==> config.mk <==
export PLATFORM = sky130hd
export DESIGN_NAME = phase_timer
export DESIGN_NICKNAME = d
export VERILOG_FILES = /design/src/rtl/phase_timer.sv
export SDC_FILE = /design/constraint.sdc
export NUM_CORES = 1
export LEC_CHECK = 0
export CELL_PAD_IN_SITES_DETAIL_PLACEMENT = 1
export CELL_PAD_IN_SITES_GLOBAL_PLACEMENT = 1
export CORE_MARGIN = 8
export CORE_UTILIZATION = 33
export DETAILED_ROUTE_END_ITERATION = 12
export PLACE_DENSITY_LB_ADDON = 0.05
export SKIP_CTS_REPAIR_TIMING = 1
export SYNTH_ARGS = -nofsm -noshare
export SYNTH_HDL_FRONTEND = slang
export SYNTH_SLANG_ARGS = --single-unit
==> constraint.sdc <==
create_clock -name clk -period 6.25 [get_ports clk]
set_input_delay 1.25 -clock clk [delete_from_list [all_inputs] [get_ports clk]]
set_output_delay 1.25 -clock clk [all_outputs]
set_load 0.02 [all_outputs]
==> src/rtl/phase_timer.sv <==
// phase_timer: multi-phase programmable countdown timer for the traffic-light controller.
// It supports one-shot or auto-cycling phases, pause, abort, sticky expiry flags and done/err pulses.
module phase_timer #(
  parameter int NUM_PHASES = 3,
  parameter int CNT_W = 27,
  parameter bit AUTO_CYCLE = 1'b0,
  localparam int PHASE_W = $clog2(NUM_PHASES)
) (
  input  logic                        clk,
  input  logic                        rst_n,
  input  logic                        start,
  input  logic [PHASE_W-1:0]          phase_sel,
  input  logic [NUM_PHASES*CNT_W-1:0] dur_vec,
  input  logic                        pause,
  input  logic                        abort,
  input  logic                        clr_flags,
  output logic                        busy,
  output logic                        done,
  output logic [PHASE_W-1:0]          cur_phase,
  output logic [CNT_W-1:0]            remaining,
  output logic [NUM_PHASES-1:0]       expired,
  output logic                        err
);
  typedef enum logic [1:0] {IDLE, RUN, PAUSE} state_t;
  state_t state;
  logic [CNT_W-1:0] dur [2**PHASE_W];
  logic [PHASE_W-1:0] nxt;
  logic legal;
  // Pad the table to a power of two so every phase index selects a defined entry.
  for (genvar i = 0; i < 2**PHASE_W; i++) begin : g_dur
    if (i < NUM_PHASES) begin : g_used
      assign dur[i] = dur_vec[i*CNT_W +: CNT_W];
    end else begin : g_pad
      assign dur[i] = '0;
    end
  end
  assign nxt = (32'(cur_phase) == NUM_PHASES - 1) ? '0 : cur_phase + PHASE_W'(1);
  assign legal = 32'(phase_sel) < NUM_PHASES;
  always_ff @(posedge clk or negedge rst_n) begin
    if (!rst_n) begin
      state     <= IDLE;
      busy      <= 1'b0;
      done      <= 1'b0;
      err       <= 1'b0;
      cur_phase <= '0;
      remaining <= '0;
      expired   <= '0;
    end else begin
      done <= 1'b0;
      err  <= 1'b0;
      // Issued after this clear, an expiry flag set in the same cycle overrides it.
      if (clr_flags) expired <= '0;
      case (state)
        IDLE: begin
          if (start && !abort) begin
            if (!legal) begin
              err <= 1'b1;
            end else begin
              remaining <= dur[phase_sel];
              cur_phase <= phase_sel;
              busy      <= 1'b1;
              state     <= pause ? PAUSE : RUN;
            end
          end
        end
        RUN: begin
          if (abort) begin
            state <= IDLE;
            busy  <= 1'b0;
          end else if (pause) begin
            state <= PAUSE;
          end else if (remaining != '0) begin
            remaining <= remaining - CNT_W'(1);
          end else begin
            done               <= 1'b1;
            expired[cur_phase] <= 1'b1;
            if (AUTO_CYCLE) begin
              cur_phase <= nxt;
              remaining <= dur[nxt];
            end else begin
              state <= IDLE;
              busy  <= 1'b0;
            end
          end
        end
        PAUSE: begin
          if (abort) begin
            state <= IDLE;
            busy  <= 1'b0;
          end else if (!pause) begin
            state <= RUN;
          end
        end
        default: state <= IDLE;
      endcase
    end
  end
endmodule
==> flow_summary_export.csv, run 1 <==
group,metric,value,unit
clock_tree,htree_levels,2,
critical_path,crit_buf_inv,1,
global_route,grt_pass1_vias,3651,
power,p_int,827,uW
die,die_width,111,um
job,max_cap_violations,0,
die,ios,124,
global_route,use_met2,32.2,%
min_path,hold_path_depth,2,
critical_path,r2r_start,"remaining[0]",
critical_path,cp-start-kind,"input port",
die,die_y,111,um
clock_tree,cts_tree,"done",
power,p_leak,0.00169,uW
yosys,yosysSeqAreaShare,31.3,%
yosys,ys_warn_count,0,
sta,fin_crit_sh,61.8,%
clock_tree,root_buffer,"clkbuf_8",
power,p_comb_share,56.8,%
power,pwr_density_cell,361,mW/mm^2
detailed_routing,wl_per_cell,20.7,um
critical_path,rr_endpoint,"remaining[25]",
placed_design,place_inst,573,
finish,final_cells,581,
finish,final_util,49.9,%
global_route,use_met3,3.79,%
min_path,min-delay-start,"expired[1]",
power,p_sw_share,47.3,%
critical_path,crit_path_cell_trace,"clkdlybuf4s50_1, nand2_1, a21boi_0, nor3b_2, a21oi_4, a221o_1",
yosys,syn_avg_cell_area,8.23,um^2
min_path,hold_end,"expired[1]",
yosys,syn_nets,455,
critical_path,crit_type,"in2reg",
power,p_total,1570,uW
sta,fmax,259,MHz
sta,skew,0.0114,ns
yosys,synth.top_cell.area_share,31.3,%
global_route,track_usage,19.1,%
yosys,synth_top_area_cell,"dfrtp_1",
die,die_area,0.0123,mm^2
power,p_sw,742,uW
clock_tree,numCtsBuffers,5,
detailed_routing,drt_iter0_drc,134,
power,seqPwrFrac,31.9,%
sta,rsz0062_at_grt,"false",
die,rows,34,
critical_path,max_stage_delay,0.94,ns
yosys,synth-seq-cells,37,
yosys,synth_async_sr_flop_share,100,%
global_route,antenna_found_initial,0,
global_route,busiest_layer,"met2",
detailed_routing,drt_wl_total,12000,um
clock_tree,insertion_delay,0.30,ns
global_route,grt_pass1_wl,19700,um
detailed_routing,avgViaCountPerCell,5.84,
yosys,synth_cell_type_count,49,
die,initial_utilization,34.0,%
power,peakVddDrop,0.265,mV
sta,slew_headroom,26.5,%
global_route,grt_start_max_net_pins,54,
min_path,worstHoldPathType,"reg2reg",
sta,tightest_slew,1.10,ns
detailed_routing,first_pass_iters,4,
power,clkPwrFrac,11.3,%
critical_path,critPathArrivalTime,4.05,ns
critical_path,path_delay_family,"simple AND/OR/NAND/NOR gates",
finish,final_nets,567,
finish,area_growth,46.7,%
detailed_routing,drc,0,
yosys,synthesis.area,0.00296,mm^2
global_route,met1_usage,24.5,%
critical_path,worst-path-max-fanout,16,
clock_tree,clk_pin_slew,0.09,ns
placed_design,gp_congestion,0.832,
clock_tree,cts_max_path_buffers,2,
global_route,grt-ovfl-total,0,
sta,finalHoldViolCount,0,
critical_path,required,6.44,ns
finish,antenna_cells,0,
placed_design,io_buffers,123,
placed_design,dpl.hpwl,8980,um
status,outcome,"finished, final reports clean",
sta,finalSetupViolCount,0,
critical_path,endpoint_kind,"flop",
critical_path,r2r_slack,3.06,ns
yosys,syn_inst,360,
yosys,synth_top_flop_cell,"dfrtp_1",
sta,report.final.slew_viol_count,0,
critical_path,slowest_stage,"nor3b_2",
yosys,synth_edf_count,0,
sta,setup-tns-final,0,ns
finish,drive_gt1_share,6.55,%
yosys,ys_top_cells_by_area,"dfrtp_1 (31%), mux2i_1 (10%), nand2_1 (5.3%)",
critical_path,reg2reg_depth,7,
detailed_routing,routed-via-count,3395,
detailed_routing,ant_nets,0,
sta,period_minus_slack,3.86,ns
die,coreArea,0.00872,mm^2
clock_tree,cts.sinks,37,
cells in the final DEF (no fill, tap or decap), types with 8 or more instances in the layout:
master,count
a211oi_1,12
a21oi_1,8
a221oi_1,8
clkdlybuf4s50_1,121
dfrtp_1,37
inv_1,17
mux2i_1,30
nand2_1,42
nand2b_1,10
nand3_1,11
nor2_1,41
nor3_1,9
nor4_1,9
o21ai_0,22
o221ai_1,9
power groups by stage:
stage / registers [uW] / clock network (uW) / logic, uW
detailed placement: 501 / 0 / 897
global placement: 494 / 0 / 873
CTS: 497 / 182 / 902
global route: 517 / 191 / 973
finish: 500 / 177 / 891
floorplan: 558 / 0 / 438
tightest hold or removal path, delay by kind of cell, from the launching register on:
kind	cells	cell delay, ns
and+or+nand+nor	1	0.06
DFF	1	0.35
AOI/OAI and AO/OA	1	0.06
cells in the mapped netlist, types with 8 or more instances:
library cell and number:
nand2_1 42, nor2_1 41, dfrtp_1 37, mux2i_1 30
o21ai_0 22, clkbuf_1 17, inv_1 17, a211oi_1 12
nand3_1 11, nand2b_1 10, nor3_1 9, nor4_1 9
o221ai_1 9, a21oi_1 8, a221oi_1 8
metal layers:
layer  part of all wire (%)  wire length, um
met1                     46             5580
met2                     48             5760
met3                    4.9              591
met4                   0.87              105
met5                      0                0
stage by stage:
stage | worst slack (ns) | hold slack, ns | instance area (um^2)
6_report | 2.39 | 0.503 | 4350
5_1_grt | 2.19 | 0.545 | 4350
4_1_cts | 2.37 | 0.505 | 4350
3_5_place_dp | 2.08 | 0.483 | 4260
3_3_place_gp | 2.17 | 0.472 | 4260
2_1_floorplan | 3.27 | 0.539 | 2960
sequential cells by signal, summed over array words and instances (netlist names):
name       cells
remaining     27
expired        3
cur_phase      2
state          2
busy           1
done           1
err            1
area by class of cell:
| class | count | area (um^2) |
|---|---|---|
| multi-input combinational | 284 | 1890 |
| fill | 1053 | 4370 |
| clock inverter | 3 | 17.5 |
| clock buffer | 5 | 68.8 |
| sequential | 37 | 926 |
| timing repair buffer | 127 | 1250 |
| tap | 108 | 135 |
| inverter | 17 | 63.8 |
worst max-delay path by stage:
stage            startpoint       endpoint  depth (start not counted)
2_1_floorplan  phase_sel[1]  remaining[19]                          6
5_1_grt        phase_sel[0]  remaining[19]                          6
4_1_cts        phase_sel[0]  remaining[26]                          6
3_5_place_dp   phase_sel[0]  remaining[26]                          6
3_3_place_gp   phase_sel[0]  remaining[26]                          6
6_report       phase_sel[0]  remaining[26]                          6
cell families after synthesis:
family / after synthesis / synth area share [%]
AO/OA/AOI/OAI: 101 / 25.8
adder cells (fa/ha/maj): 6 / 2.53
buffers and inverters: 39 / 5.45
flip-flops: 37 / 31.3
multiplexers: 31 / 10.5
AND/OR/NAND/NOR: 146 / 24.4
Note: power is estimated with default switching activity, not from simulation.
==> run 2: changes to the inputs <==
--- a/config.mk
+++ b/config.mk
@@ -8,7 +8,7 @@
 export CELL_PAD_IN_SITES_DETAIL_PLACEMENT = 1
 export CELL_PAD_IN_SITES_GLOBAL_PLACEMENT = 1
 export CORE_MARGIN = 8
-export CORE_UTILIZATION = 33
+export CORE_UTILIZATION = 28
 export DETAILED_ROUTE_END_ITERATION = 12
 export PLACE_DENSITY_LB_ADDON = 0.05
 export SKIP_CTS_REPAIR_TIMING = 1
==> constraint.sdc (replaced) <==
create_clock -name clk -period 3.43 [get_ports clk]
set_input_delay 0.686 -clock clk [delete_from_list [all_inputs] [get_ports clk]]
set_output_delay 0.686 -clock clk [all_outputs]
set_load 0.02 [all_outputs]
==> flow_summary_export.csv, run 2 (synthesis gave the netlist of run 1 again) <==
group,metric,value,unit
status,outcome,"finished, final reports clean",
global_route,grt_pass1_vias,3581,
die,rows,37,
power,pwr_density_cell,677,mW/mm^2
clock_tree,cts_max_path_buffers,2,
critical_path,critPathArrivalTime,3.24,ns
sta,period_minus_slack,3.08,ns
detailed_routing,avgViaCountPerCell,5.39,
detailed_routing,drt_iter0_drc,117,
sta,finalSetupViolCount,0,
clock_tree,cts.sinks,37,
critical_path,required,3.59,ns
global_route,grt_start_max_net_pins,38,
critical_path,worst-path-max-fanout,16,
sta,setup_slack,0.347,ns
critical_path,cp-start-kind,"flop",
power,p_leak,0.00177,uW
sta,tightest_slew,0.943,ns
sta,setup-tns-final,0,ns
placed_design,dpl.hpwl,9270,um
finish,drive_gt1_share,8.68,%
clock_tree,clk_pin_slew,0.09,ns
critical_path,slowest_stage,"or4_4",
detailed_routing,ant_nets,0,
sta,fin_crit_sh,89.9,%
detailed_routing,wl_per_cell,19.7,um
min_path,worstHoldPathType,"reg2reg",
sta,skew,0.00587,ns
global_route,grt-ovfl-total,0,
clock_tree,insertion_delay,0.30,ns
finish,top_regs,"remaining (27), expired (3)",
clock_tree,htree_levels,2,
critical_path,endpoint_kind,"flop",
clock_tree,root_buffer,"clkbuf_8",
die,ios,124,
clock_tree,numCtsBuffers,5,
clock_tree,cts_tree,"done",
die,die_width,119,um
job,max_cap_violations,0,
finish,largest_register,"remaining",
detailed_routing,drt_wl_total,12200,um
die,initial_utilization,28.7,%
sta,finalHoldViolCount,0,
sta,report.final.slew_viol_count,0,
placed_design,io_buffers,123,
finish,final_util,43.7,%
critical_path,max_stage_delay,0.61,ns
placed_design,gp_congestion,0.784,
detailed_routing,first_pass_iters,4,
finish,final_common_cell,"clkdlybuf4s50_1",
sta,slew_headroom,37.1,%
finish,area_growth,52.3,%
die,die_y,119,um
die,die_area,0.0141,mm^2
die,coreArea,0.0103,mm^2
global_route,antenna_found_initial,0,
finish,largest_reg_flops,27,
power,peakVddDrop,0.270,mV
power,p_total,3050,uW
sta,fmax,324,MHz
sta,rsz0062_at_grt,"false",
placed_design,placed_cell_area,0.00438,mm^2
finish,antenna_cells,0,
detailed_routing,drc,0,
finish,final_nets,578,
finish,fin_area,0.00451,mm^2
global_route,grt_pass1_wl,19700,um
global_route,track_usage,17.0,%
critical_path,crit_type,"reg2reg",
critical_path,crit_path_cell_trace,"inv_1, ha_1, or4b_4, or4_4, or3_4, a21oi_4, o221ai_1",
detailed_routing,routed-via-count,3342,
finish,final_cell_mix,"clkdlybuf4s50_1 (121), nand2_1 (42), nor2_1 (41), dfrtp_1 (37), mux2i_1 (30)",
placed_design,place_ws,0.353,ns
[run 2: cell types whose count changed in the layout (fill, tap and decap cells not counted), sizes merged]
| cell | before | now |
|---|---|---|
| buf | 6 | 17 |
| clkinvlp | 1 | 0 |
| bufinv | 0 | 2 |
| clkinv | 2 | 1 |
[run 2: routing by layer]
| layer | vias to the layer above | wire, um | global-route usage, % |
|---|---|---|---|
| li1 | 1605 | - | - |
| met1 | 1643 | 5520 | 20.9 |
| met2 | 88 | 6000 | 29.6 |
| met3 | 6 | 599 | 3.54 |
| met4 | 0 | 87 | 3.79 |
| met5 | - | 0 | 0 |
[run 2: final timing paths]
| check | slack, ns | depth (start not counted) | start | endpoint |
|---|---|---|---|---|
| max in group asynchronous | 2.32 | 1 | rst_n | remaining[6] |
| max | 0.35 | 7 | remaining[0] | remaining[13] |
| max reg2reg | 0.35 | 7 | remaining[0] | remaining[13] |
| min | 0.50 | 2 | expired[1] | expired[1] |
| min in group asynchronous | 0.51 | 1 | rst_n | state[1] |
| min reg2reg | 0.50 | 2 | expired[1] | expired[1] |
[run 2: critical path: cells and delay by family, from the launching register on]
family                     cells  cell delay, ns
DFF                            1            0.44
and+or+nand+nor                3            1.54
buffers and inverters          1            0.08
AOI/OAI and AO/OA              2            0.67
adders and majority gates      1            0.21
[run 2: final cells by class]
cell class / instances / area (um^2)
timing repair buffer: 138 / 1330
inverter: 17 / 63.8
clock buffer: 5 / 68.8
multi-input combinational: 284 / 1890
clock inverter: 3 / 65.1
sequential: 37 / 926
tap: 136 / 170
fill: 1258 / 5810
[run 2: power breakdown]
group | internal (uW) | switching [uW]
combinational | 788 | 892
sequential | 617 | 286
clock | 289 | 182
[run 2: stage by stage]
stage / hold slack (ns) / std cells
after floorplan: 0.390 / 360
after global placement: 0.470 / 612
after detailed placement: 0.481 / 612
after CTS: 0.501 / 620
after global routing: 0.532 / 620
final: 0.498 / 620
